### config.mk
export PLATFORM = sky130hd
export DESIGN_NAME = mem_access_stage
export DESIGN_NICKNAME = d
export VERILOG_FILES = /design/src/rtl/wisc_pkg.sv /design/src/rtl/mem_wb_reg.sv /design/src/rtl/mem_access_stage.sv
export SDC_FILE = /design/constraint.sdc
export NUM_CORES = 1
export LEC_CHECK = 0
export CORE_MARGIN = 3
export CORE_UTILIZATION = 23
export DETAILED_ROUTE_END_ITERATION = 10
export GPL_TIMING_DRIVEN = 0
export PLACE_DENSITY = 0.44
export SYNTH_ARGS = -nofsm -noshare
export SYNTH_HDL_FRONTEND = slang
export SYNTH_HIERARCHICAL = 1
export SYNTH_SLANG_ARGS = --single-unit
export TNS_END_PERCENT = 50
### constraint.sdc
create_clock -name clk -period 1.75 [get_ports clk]
set_clock_uncertainty 0.15 [all_clocks]
set_input_delay 0.35 -clock clk [delete_from_list [all_inputs] [get_ports clk]]
set_output_delay 0.35 -clock clk [all_outputs]
set_load 0.05 [all_outputs]
### src/rtl/wisc_pkg.sv
// -----------------------------------------------------------------------------
// wisc_pkg
// Shared types and widths for the WISC 5-stage pipeline memory stage.
//   WORD_W      : data/address width
//   RADDR_W     : register-file index width
//   mem_state_t : memory-stage handshake state (IDLE, BUSY)
//   wb_ctrl_t   : MEM/WB control bundle {valid, RegWrite, MemToReg}
//   make_ctrl   : builds a control bundle; an invalid slot yields all-zero
// -----------------------------------------------------------------------------
package wisc_pkg;

    localparam int unsigned WORD_W  = 16;
    localparam int unsigned RADDR_W = 4;

    typedef enum logic {
        IDLE = 1'b0,
        BUSY = 1'b1
    } mem_state_t;

    typedef struct packed {
        logic valid;
        logic RegWrite;
        logic MemToReg;
    } wb_ctrl_t;

    function automatic wb_ctrl_t make_ctrl(input logic valid,
                                           input logic reg_write,
                                           input logic mem_to_reg);
        wb_ctrl_t c;
        c.valid    = valid;
        c.RegWrite = valid & reg_write;
        c.MemToReg = valid & mem_to_reg;
        return c;
    endfunction

endpackage

### src/rtl/mem_wb_reg.sv
// -----------------------------------------------------------------------------
// mem_wb_reg
// MEM/WB pipeline register bank. Loads every cycle (it never holds); when
// load_bubble is set the slot is loaded as a bubble (everything zero).
// Ports:
//   clk, rst_n            : clock, asynchronous active-low reset
//   load_bubble           : 1 = load an empty slot instead of the inputs
//   ctrl_in               : control bundle to load
//   rd_in                 : destination register index
//   alu_in, mem_data_in   : ALU result and memory read data
//   wb_valid, wb_RegWrite, wb_MemToReg, wb_alu_result, wb_mem_data, wb_rd
//                         : registered write-back outputs
// -----------------------------------------------------------------------------
module mem_wb_reg
    import wisc_pkg::*;
#(
    parameter int unsigned WORD_W  = wisc_pkg::WORD_W,
    parameter int unsigned RADDR_W = wisc_pkg::RADDR_W
) (
    input  logic               clk,
    input  logic               rst_n,
    input  logic               load_bubble,
    input  wb_ctrl_t           ctrl_in,
    input  logic [RADDR_W-1:0] rd_in,
    input  logic [WORD_W-1:0]  alu_in,
    input  logic [WORD_W-1:0]  mem_data_in,
    output logic               wb_valid,
    output logic               wb_RegWrite,
    output logic               wb_MemToReg,
    output logic [WORD_W-1:0]  wb_alu_result,
    output logic [WORD_W-1:0]  wb_mem_data,
    output logic [RADDR_W-1:0] wb_rd
);

    always_ff @(posedge clk or negedge rst_n) begin
        if (!rst_n) begin
            wb_valid      <= 1'b0;
            wb_RegWrite   <= 1'b0;
            wb_MemToReg   <= 1'b0;
            wb_alu_result <= '0;
            wb_mem_data   <= '0;
            wb_rd         <= '0;
        end else if (load_bubble) begin
            wb_valid      <= 1'b0;
            wb_RegWrite   <= 1'b0;
            wb_MemToReg   <= 1'b0;
            wb_alu_result <= '0;
            wb_mem_data   <= '0;
            wb_rd         <= '0;
        end else begin
            wb_valid      <= ctrl_in.valid;
            // An invalid slot can never write the register file.
            wb_RegWrite   <= ctrl_in.valid & ctrl_in.RegWrite;
            wb_MemToReg   <= ctrl_in.MemToReg;
            wb_alu_result <= alu_in;
            wb_mem_data   <= mem_data_in;
            wb_rd         <= rd_in;
        end
    end

endmodule

### src/rtl/mem_access_stage.sv
// -----------------------------------------------------------------------------
// mem_access_stage
// Memory stage of the WISC 5-stage pipeline. Issues loads/stores to a
// variable-latency data memory over a req/ready handshake, stalls the upstream
// pipeline while an access is outstanding, and holds the MEM/WB register.
// Optional build macro: MEM_TIMEOUT_EN -- abort an access after MAX_WAIT BUSY
// cycles without mem_ready and set the sticky mem_err flag.
// Ports:
//   clk, rst_n                      : clock, asynchronous active-low reset
//   m_valid, m_MemRead, m_MemWrite,
//   m_RegWrite, m_MemToReg          : EX/MEM control
//   m_alu_result, m_store_data, m_rd: EX/MEM data
//   mem_en, mem_wr, mem_addr,
//   mem_wdata                       : memory request (held until accepted)
//   mem_rdata, mem_ready            : memory response
//   stall                           : freeze PC, IF/ID, ID/EX, EX/MEM
//   wb_*                            : MEM/WB register outputs
//   mem_err                         : sticky access-timeout flag
// -----------------------------------------------------------------------------
module mem_access_stage
    import wisc_pkg::*;
#(
    parameter int unsigned WORD_W   = wisc_pkg::WORD_W,
    parameter int unsigned RADDR_W  = wisc_pkg::RADDR_W,
    parameter int unsigned MAX_WAIT = 15
) (
    input  logic               clk,
    input  logic               rst_n,
    input  logic               m_valid,
    input  logic               m_MemRead,
    input  logic               m_MemWrite,
    input  logic               m_RegWrite,
    input  logic               m_MemToReg,
    input  logic [WORD_W-1:0]  m_alu_result,
    input  logic [WORD_W-1:0]  m_store_data,
    input  logic [RADDR_W-1:0] m_rd,
    output logic               mem_en,
    output logic               mem_wr,
    output logic [WORD_W-1:0]  mem_addr,
    output logic [WORD_W-1:0]  mem_wdata,
    input  logic [WORD_W-1:0]  mem_rdata,
    input  logic               mem_ready,
    output logic               stall,
    output logic               wb_valid,
    output logic               wb_RegWrite,
    output logic               wb_MemToReg,
    output logic [WORD_W-1:0]  wb_alu_result,
    output logic [WORD_W-1:0]  wb_mem_data,
    output logic [RADDR_W-1:0] wb_rd,
    output logic               mem_err
);

    mem_state_t state, state_nxt;

    logic memop;
    wb_ctrl_t in_ctrl;

    // Request latched on entry to BUSY so the memory sees stable values.
    logic               req_wr;
    logic [WORD_W-1:0]  req_addr;
    logic [WORD_W-1:0]  req_wdata;
    wb_ctrl_t           req_ctrl;
    logic [RADDR_W-1:0] req_rd;

    logic               timeout_hit;

    logic               en_c, wr_c, stall_c;
    logic [WORD_W-1:0]  addr_c, wdata_c;
    logic               load_bubble;
    wb_ctrl_t           ctrl_sel;
    logic [RADDR_W-1:0] rd_sel;
    logic [WORD_W-1:0]  alu_sel;
    logic [WORD_W-1:0]  mdata_sel;

    assign memop   = m_valid & (m_MemRead | m_MemWrite);
    assign in_ctrl = make_ctrl(m_valid, m_RegWrite, m_MemToReg);

`ifdef MEM_TIMEOUT_EN
    localparam int unsigned CNT_W = (MAX_WAIT < 2) ? 1 : $clog2(MAX_WAIT + 1);

    logic [CNT_W-1:0] wait_cnt;

    // Counts BUSY cycles without mem_ready; the cycle that would make the
    // count reach MAX_WAIT is the abort cycle.
    assign timeout_hit = (state == BUSY) && !mem_ready &&
                         (wait_cnt == CNT_W'(MAX_WAIT - 1));

    always_ff @(posedge clk or negedge rst_n) begin
        if (!rst_n) begin
            wait_cnt <= '0;
        end else if (state != BUSY) begin
            wait_cnt <= '0;
        end else if (!mem_ready) begin
            wait_cnt <= wait_cnt + 1'b1;
        end
    end

    always_ff @(posedge clk or negedge rst_n) begin
        if (!rst_n) begin
            mem_err <= 1'b0;
        end else if (timeout_hit) begin
            mem_err <= 1'b1;
        end
    end
`else
    logic unused_max_wait;

    assign unused_max_wait = ^MAX_WAIT;
    assign timeout_hit     = 1'b0;
    assign mem_err         = 1'b0;
`endif

    // State register.
    always_ff @(posedge clk or negedge rst_n) begin
        if (!rst_n) begin
            state <= IDLE;
        end else begin
            state <= state_nxt;
        end
    end

    // Next-state logic.
    always_comb begin
        state_nxt = state;
        unique case (state)
            IDLE: if (memop && !mem_ready) state_nxt = BUSY;
            BUSY: if (mem_ready || timeout_hit) state_nxt = IDLE;
            default: state_nxt = IDLE;
        endcase
    end

    // Output / MEM/WB select logic.
    always_comb begin
        en_c        = 1'b0;
        wr_c        = 1'b0;
        addr_c      = '0;
        wdata_c     = '0;
        stall_c     = 1'b0;
        load_bubble = 1'b1;
        ctrl_sel    = '0;
        rd_sel      = '0;
        alu_sel     = '0;
        mdata_sel   = '0;
        unique case (state)
            IDLE: begin
                if (memop) begin
                    en_c    = 1'b1;
                    wr_c    = m_MemWrite;
                    addr_c  = m_alu_result;
                    wdata_c = m_store_data;
                    if (mem_ready) begin
                        load_bubble = 1'b0;
                        ctrl_sel    = in_ctrl;
                        rd_sel      = m_rd;
                        alu_sel     = m_alu_result;
                        mdata_sel   = m_MemWrite ? '0 : mem_rdata;
                    end else begin
                        stall_c = 1'b1;
                    end
                end else begin
                    load_bubble = ~m_valid;
                    ctrl_sel    = in_ctrl;
                    rd_sel      = m_rd;
                    alu_sel     = m_alu_result;
                end
            end
            BUSY: begin
                en_c    = 1'b1;
                wr_c    = req_wr;
                addr_c  = req_addr;
                wdata_c = req_wdata;
                stall_c = ~mem_ready & ~timeout_hit;
                if (mem_ready) begin
                    load_bubble = 1'b0;
                    ctrl_sel    = req_ctrl;
                    rd_sel      = req_rd;
                    alu_sel     = req_addr;
                    mdata_sel   = req_wr ? '0 : mem_rdata;
                end
            end
            default: ;
        endcase
    end

    // Request capture on the IDLE -> BUSY transition.
    always_ff @(posedge clk or negedge rst_n) begin
        if (!rst_n) begin
            req_wr    <= 1'b0;
            req_addr  <= '0;
            req_wdata <= '0;
            req_ctrl  <= '0;
            req_rd    <= '0;
        end else if (state == IDLE && memop && !mem_ready) begin
            req_wr    <= m_MemWrite;
            req_addr  <= m_alu_result;
            req_wdata <= m_store_data;
            req_ctrl  <= in_ctrl;
            req_rd    <= m_rd;
        end
    end

    // Gating with rst_n drops the request and stall as soon as reset asserts,
    // even if the EX/MEM inputs still present a memory op.
    assign mem_en    = en_c & rst_n;
    assign mem_wr    = wr_c & rst_n;
    assign mem_addr  = rst_n ? addr_c : '0;
    assign mem_wdata = rst_n ? wdata_c : '0;
    assign stall     = stall_c & rst_n;

    mem_wb_reg #(
        .WORD_W  (WORD_W),
        .RADDR_W (RADDR_W)
    ) u_mem_wb_reg (
        .clk           (clk),
        .rst_n         (rst_n),
        .load_bubble   (load_bubble),
        .ctrl_in       (ctrl_sel),
        .rd_in         (rd_sel),
        .alu_in        (alu_sel),
        .mem_data_in   (mdata_sel),
        .wb_valid      (wb_valid),
        .wb_RegWrite   (wb_RegWrite),
        .wb_MemToReg   (wb_MemToReg),
        .wb_alu_result (wb_alu_result),
        .wb_mem_data   (wb_mem_data),
        .wb_rd         (wb_rd)
    );

endmodule

==> summary.md, run 1 <==
| Metric | Value |
|---|---|
| P_sw | 0.002025 W |
| TritonRoute pass-1 iters | 4 |
| RSZ-0062 raised after global routing | true |
| CP required | 1250 ps |
| Cells after Synth | 320 |
| Max cap viols | 0 |
| Achievable Freq | 456.5 MHz |
| Fin. Hold Viols | 0 |
| # setup viols final | 92 |
| Detail-routed via count per cell | 4.494 |
| Largest net degree at the start of global routing | 38 |
| Clk slew on worst S/H paths | 60 ps |
| Die height | 137.2 um |
| Final core occ | 45.27% |
| WP data arrival | 1690 ps |
| Seq/Total Area, Yosys | 50.55% |
| Outcome | complete, but fails checks |
| Global-route wire length before repair | 20380 um |
| Failing checks | setup timing |
| CP max FO | 5 |
| Yosys synthesis warning count | 6 |
| Post-synthesis average cell area | 12.38 um^2 |
| Worst reg2reg setup slack | -270 ps |
| Total chip power | 0.006373 W |
| Int Pwr | 0.004348 W |
| Die W | 137.2 um |
| Area Overhead vs Synth | 90.90% |
| Crit path from | state |
| Final instance area | 7560 um^2 |
| Synth Cell Area | 3960 um^2 |
| Share of cells above drive strength 1 | 46.04% |
| Slew at the pin closest to its max-slew limit | 537.6 ps |
| ANT nets after route | 0 |
| Met1 WL | 6091 um |
| I/O Buffers | 132 |
| Grt total ovfl | 0 |
| Initial antenna violation count | 1 |
| Hold Path Class | input port to flop |
| Synth area leaders | dfrtp_1 (51%), mux2_4 (13%), nor2b_1 (11%), a32oi_1 (7.1%), a22o_1 (4.4%) |
| Dpl cells | 673 |
| Total number of vias | 3204 |
| Max Slew Vio Count | 0 |
| Final Hold Slack | 141.9 ps |
| Worst Slack Setup Final | -440.7 ps |
| CTS tree | built |
| DP Wirelength | 8642 um |
| Hold Startpoint | m_valid |
| Met2 wire len | 7184 um |
| Root buffer selected by CTS | clkbuf_16 |
| Number of global-route vias before repair | 3441 |
| Final cycle utilization of the critical path | 125.2% |
| Ports | 135 |
| Yosys reg bits | 80 |
| # nets final | 549 |
| Synth area leader | dfrtp_1 |
| Tmin final | 2191 ps |
| # diodes | 0 |
| Rows | 47 |
| Leakage | 3.312 nW |
| Initial drt markers | 78 |
| CTS Buffer Depth | 2 |
| Comb pwr share | 33.9% |
| Seq pwr share | 36.6% |
| Hold Path Depth | 3 |
| CP startpoint kind | flop |
| WS Path Type | flop to primary output |
| Slew HR | 64.16% |
| Crit path capture type | primary output |
| Fillers | 1540 |
| Die Area | 18830 um^2 |
| PwrDens | 843.0 nW/um^2 |
| Total wire length | 14110 um |
| FF+latch area | 2003 um^2 |
| Switching Share | 31.78% |
| Met3 routed WL | 584 um |
| Worst-skew pair later-pin latency | 330 ps |
| Clk sink count | 80 |
| GRT Total Usage | 14.37% |
| DR top layer | met4 |
| Number of remaining DRC errors | 0 |
| Area of the multi-input gates | 2611 um^2 |
| Worst Hold Path EP | req_ctrl[0] |
| Wire per inst | 19.79 um |
| Global placement routability congestion | 0.6706 |
| H-Tree Level Count | 3 |
| Reg2reg path depth | 8 |
| Num CTS Buffers | 9 |
| Total core area | 16700 um^2 |
| Count of different cell masters after synthesis | 29 |
| Post-DP Area | 5936 um^2 |
| Max VDD drop | 0.4765 mV |
| Post-synth top area share | 50.55% |
| Final non-filler cell total | 713 |
| Worst r2r dst | req_wdata[14] |
| Clock share of power | 29.6% |
| Mapped Nets | 380 |
| Initial Utilization | 23.71% |
| R2r startpoint | state |
## state kept, by name, indices dropped and copies added, names as in the netlist, 3 cells and up
register,flops
req_addr,16
req_ctrl,3
req_rd,4
req_wdata,16
u_mem_wb_reg/wb_alu_result,16
u_mem_wb_reg/wb_mem_data,16
u_mem_wb_reg/wb_rd,4
## how the worst max path moves through the flow
stage                          to  slack, ps
floorplan            mem_addr[15]       -230
global placement     mem_addr[10]      -4240
detailed placement    mem_addr[4]      -1560
CTS                  mem_addr[10]       -450
global route          mem_addr[7]       -510
finish              mem_wdata[14]       -440
## placed cells by master (no fill, tap or decap), types with 2 or more instances in the layout
| master | instances |
|---|---|
| a21oi_1 | 2 |
| a22o_1 | 20 |
| a32o_1 | 2 |
| a32oi_2 | 3 |
| a32oi_4 | 29 |
| and3_1 | 16 |
| buf_12 | 9 |
| buf_2 | 2 |
| buf_4 | 5 |
| buf_6 | 17 |
| buf_8 | 27 |
| clkbuf_1 | 4 |
| clkbuf_16 | 24 |
| clkbuf_8 | 11 |
| clkdlybuf4s15_1 | 6 |
| clkdlybuf4s50_1 | 54 |
| clkinv_2 | 3 |
| dfrtp_1 | 79 |
| dlygate4sd2_1 | 36 |
| dlygate4sd3_1 | 3 |
| inv_1 | 4 |
| mux2_4 | 36 |
| mux2i_1 | 2 |
| nand2_1 | 2 |
| nor2_1 | 3 |
| nor2b_1 | 30 |
| nor2b_2 | 11 |
| nor2b_4 | 32 |
| or2_4 | 3 |
## routing by layer
layer | vias to the layer above | track usage (%)
li1 | 1503 | -
met2 | 92 | 24.06
met4 | 0 | 4.989
met3 | 15 | 2.264
met1 | 1594 | 18.87
met5 | - | 0
## critical path: stages, from the launching register on
cell	delay [ps]
dfrtp_2	440
nor2b_4	170
clkbuf_16	180
clkbuf_16	160
a32oi_4	110
nor2b_4	130
buf_8	150
## synth_stat cells
cell and n:
a32oi_1 32, o21ba_2 1, mux2_4 35, mux2i_1 3, nor3b_1 1, nor2b_2 5, buf_6 8, a21oi_1 3
a22oi_1 1, conb_1 1, and3b_1 1, inv_1 4, nor2b_4 1, a32o_1 3, and2_4 1, mux2_2 1
a22o_1 20, nor2_1 4, and3_1 16, buf_2 2, buf_4 1, nor2b_1 67, and2_1 1, buf_8 1
or2_2 2, clkbuf_1 22, o22ai_1 1, dfrtp_1 80, nand2_1 2
## cell type report
type / instances / area share [%]
flip-flops and latches: 80 / 26.50
multi-input cells: 203 / 34.54
repair buffers: 158 / 24.98
plain buffers: 33 / 6.339
well taps: 220 / 3.641
clock inverters: 4 / 0.5958
inverters: 4 / 0.1986
clock buffers: 11 / 3.211
## per-stage QoR
stage,setup WS (ps),setup TNS [ps]
floorplan,-231.1,-3458
finish,-440.7,-24640
CTS,-451.1,-25900
global route,-506.0,-31820
global placement,-4242,-448770
detailed placement,-1558,-87790
## power by group through the flow
stage	clock network, W	registers, W	logic [W]
6_report	0.00188	0.00233	0.00216
5_1_grt	0.00201	0.00236	0.00227
4_1_cts	0.00196	0.00232	0.00204
3_5_place_dp	0	0.00228	0.00172
3_3_place_gp	0	0.00227	0.00170
2_1_floorplan	0	0.00239	0.00101
## timing repair
| item | 4_1_cts | 5_1_grt |
|---|---|---|
| endpoints found under the hold margin | 32 | 32 |
| pin swaps | 30 | 35 |
| endpoints found under the setup margin | 148 | 116 |
| resized for setup | 402 | 51 |
| gates cloned | 8 | 6 |
| buffers inserted | 5 | 2 |
## cells by family (layout without fill, tap and decap cells)
kind of cell           count (synthesis)  in the layout  share of synthesized area (%)
AND/OR/NAND/NOR                      101            102                          16.24
flip-flops                            80             80                          50.55
AO/OA/AOI/OAI                         61             61                          13.24
multiplexers                          39             39                          14.31
buffers and inverters                 38            210                          5.561
other                                  1              1                        0.09470
Power figures use the tool's default switching activity.
==> inputs of run 2 (changes only) <==
--- a/config.mk
+++ b/config.mk
@@ -9,6 +9,7 @@
 export CORE_UTILIZATION = 23
 export DETAILED_ROUTE_END_ITERATION = 10
 export GPL_TIMING_DRIVEN = 0
+export HOLD_SLACK_MARGIN = 0.08
 export PLACE_DENSITY = 0.44
 export SYNTH_ARGS = -nofsm -noshare
 export SYNTH_HDL_FRONTEND = slang
==> run 2 against run 1 <==
Against the previous run: the run ends with hold timing, setup timing left; hold slack got worse by 410 ps; die area did not move; core utilization fell by 0.44 points; combinational power barely moved; flip-flop and latch count did not move; setup slack got worse by 2.3 ps.
==> summary.md, run 2 (same netlist as run 1, synthesis figures left out) <==
| Metric | Value |
|---|---|
| Outcome | complete, but fails checks |
| Failing checks | hold timing, setup timing |
| Grt total ovfl | 0 (unchanged) |
| Total number of vias | 3156 (-1.5%) |
| Most common cell after layout, fill and taps aside | dfrtp_1 |
| Detail-routed via count per cell | 4.458 (-0.80%) |
| Crit path capture type | primary output |
| # setup viols final | 90 (-2.2%) |
| WS Path Type | flop to primary output |
| Global-route wire length before repair | 20420 um (+0.17%) |
| Rows | 47 (unchanged) |
| Final Hold Slack | -269.7 ps (-411.6 ps) |
| CTS Buffer Depth | 2 (unchanged) |
| CP startpoint kind | flop |
| Wire per inst | 19.42 um (-1.9%) |
| TritonRoute pass-1 iters | 4 (unchanged) |
| Post-DP Area | 5936 um^2 (unchanged) |
| Global placement routability congestion | 0.6706 (unchanged) |
| Largest net degree at the start of global routing | 38 (unchanged) |
| Achievable Freq | 456.0 MHz (-0.10%) |
| PwrDens | 849.0 nW/um^2 (+0.71%) |
| Fillers | 1545 (+0.32%) |
| Initial antenna violation count | 0 (-1) |
| Die height | 137.2 um (unchanged) |
| Worst-skew pair later-pin latency | 340 ps (about the same) |
| Clock share of power | 29.7% (about the same) |
| Root buffer selected by CTS | clkbuf_16 |
| Final cycle utilization of the critical path | 125.3% (+0.13 points) |
| CP required | 1250 ps (about the same) |
| Slew HR | 64.12% (about the same) |
| ANT nets after route | 0 (unchanged) |
| Max VDD drop | 0.4813 mV (+1.0%) |
| # nets final | 544 (-0.91%) |
| FF+latch area | 2003 um^2 (unchanged) |
| Initial drt markers | 73 (-6.4%) |
| R2r startpoint | state |
| Reg2reg path depth | 8 (unchanged) |
| Clk sink count | 80 (unchanged) |
| Hold_buf cts | 1 |
| Total wire length | 13750 um (-2.6%) |
| Tmin final | 2193 ps (+2.268 ps) |
| WP data arrival | 1690 ps (about the same) |
| H-Tree Level Count | 3 (unchanged) |
| Initial Utilization | 23.71% (unchanged) |
| Number of global-route vias before repair | 3442 (+0.029%) |
| Worst reg2reg setup slack | -260 ps (about the same) |
| DP Wirelength | 8642 um (unchanged) |
| # diodes | 0 (unchanged) |
| Final instance area | 7486 um^2 (-0.98%) |
| Max Slew Vio Count | 0 (unchanged) |
| Critical Path Sink | mem_wdata[14] |
| Ports | 135 (unchanged) |
| Total core area | 16700 um^2 (unchanged) |
| Area of the multi-input gates | 2611 um^2 (unchanged) |
| Hold Path Class | input port to asynchronous set/reset pin |
| Crit path from | state |
| Die W | 137.2 um (unchanged) |
| Worst Slack Setup Final | -443.0 ps (-2.268 ps) |
| Leakage | 3.279 nW (-0.98%) |
| CTS tree | built |
| CP max FO | 5 (unchanged) |
| Commonest non-fill, non-tap cells in the layout | dfrtp_1 (79), clkdlybuf4s50_1 (54), mux2_4 (36), dlygate4sd2_1 (36), nor2b_4 (32) |
| I/O Buffers | 132 (unchanged) |
| P_sw | 0.002023 W (-0.14%) |
| GRT Total Usage | 14.43% (+0.062 points) |
| Switching Share | 31.82% (+0.042 points) |
| Num CTS Buffers | 9 (unchanged) |
| RSZ-0062 raised after global routing | true |
| Int Pwr | 0.004333 W (-0.33%) |
| Die Area | 18830 um^2 (unchanged) |
| Area Overhead vs Synth | 89.04% |
| Comb pwr share | 33.6% (-0.3 points) |
| Worst r2r dst | req_wdata[14] |
| Fin. Hold Viols | 32 (+32) |
| Share of cells above drive strength 1 | 46.11% (+0.062 points) |
| Slew at the pin closest to its max-slew limit | 538.1 ps (+0.5676 ps) |
| Seq pwr share | 36.7% (about the same) |
| Number of remaining DRC errors | 0 (unchanged) |
| Max cap viols | 0 (unchanged) |
| Total chip power | 0.006356 W (-0.27%) |
| Clk slew on worst S/H paths | 60 ps (about the same) |
[run 2: changes by cell type in the layout (fill, tap and decap cells not counted), sizes merged]
cell         delta
dlygate4sd3     -3
buf             -2
[run 2: final cells by class]
| cell class | instances | share of cell area (%) |
|---|---|---|
| well taps | 220 | 3.677 |
| clock buffers | 11 | 3.243 |
| clock inverters | 4 | 0.6017 |
| multi-input cells | 203 | 34.88 |
| repair buffers | 153 | 24.24 |
| flip-flops and latches | 80 | 26.76 |
| inverters | 4 | 0.2006 |
| plain buffers | 33 | 6.401 |
[run 2: worst min path at each step]
stage,startpoint,slack (ps),to,cells past startpoint
2_1_floorplan,rst_n,-100,req_addr[0],0
3_3_place_gp,req_ctrl[2],310,req_ctrl[2],1
3_5_place_dp,rst_n,210,u_mem_wb_reg/wb_alu_result[5],1
4_1_cts,rst_n,-270,u_mem_wb_reg/wb_alu_result[5],1
5_1_grt,rst_n,-260,u_mem_wb_reg/wb_alu_result[5],1
6_report,rst_n,-270,u_mem_wb_reg/wb_alu_result[5],1
[run 2: power by group through the flow]
stage	Combinational, W	Clock, W	Sequential (W)
after detailed placement	0.00172	0	0.00228
after floorplan	0.00101	0	0.00239
after CTS	0.00205	0.00196	0.00232
after global placement	0.00170	0	0.00227
final	0.00214	0.00189	0.00233
after global routing	0.00225	0.00202	0.00236
[run 2: per-stage QoR]
step                TNS (ps)  hold WS (ps)  setup WS [ps]  std cells  utilization, %
floorplan              -3458        -95.59         -231.1        320               -
global placement     -448770         306.4          -4242        672           35.39
detailed placement    -87790         211.0          -1558        673           35.54
CTS                   -25900        -267.9         -451.1        701           42.76
global route          -31830        -256.5         -503.5        708           44.82
finish                -24600        -269.7         -443.0        708           44.82
[run 2: timing repair]
action	4_1_cts	5_1_grt
buffers inserted	5	2
resized for setup	402	50
hold endpoints to repair	54	32
cloned	8	6
setup endpoints to repair	148	117
pin swaps	30	34
[run 2: worst max-delay path, stage by stage, from the launching register on]
cell and delay (ps):
dfrtp_2 440, nor2b_4 170, clkbuf_16 180, clkbuf_16 160
a32oi_4 110, nor2b_4 130, buf_8 150
[run 2: layer usage]
metal | share of wire [%] | vias up | global-route usage (%) | wire length, um
met2 | 50 | 83 | 24.17 | 6935
met3 | 4.1 | 13 | 2.374 | 558
met4 | 1.7 | 0 | 4.989 | 232
li1 | - | 1491 | - | -
met5 | 0 | - | 0 | 0
met1 | 44 | 1569 | 18.90 | 6022
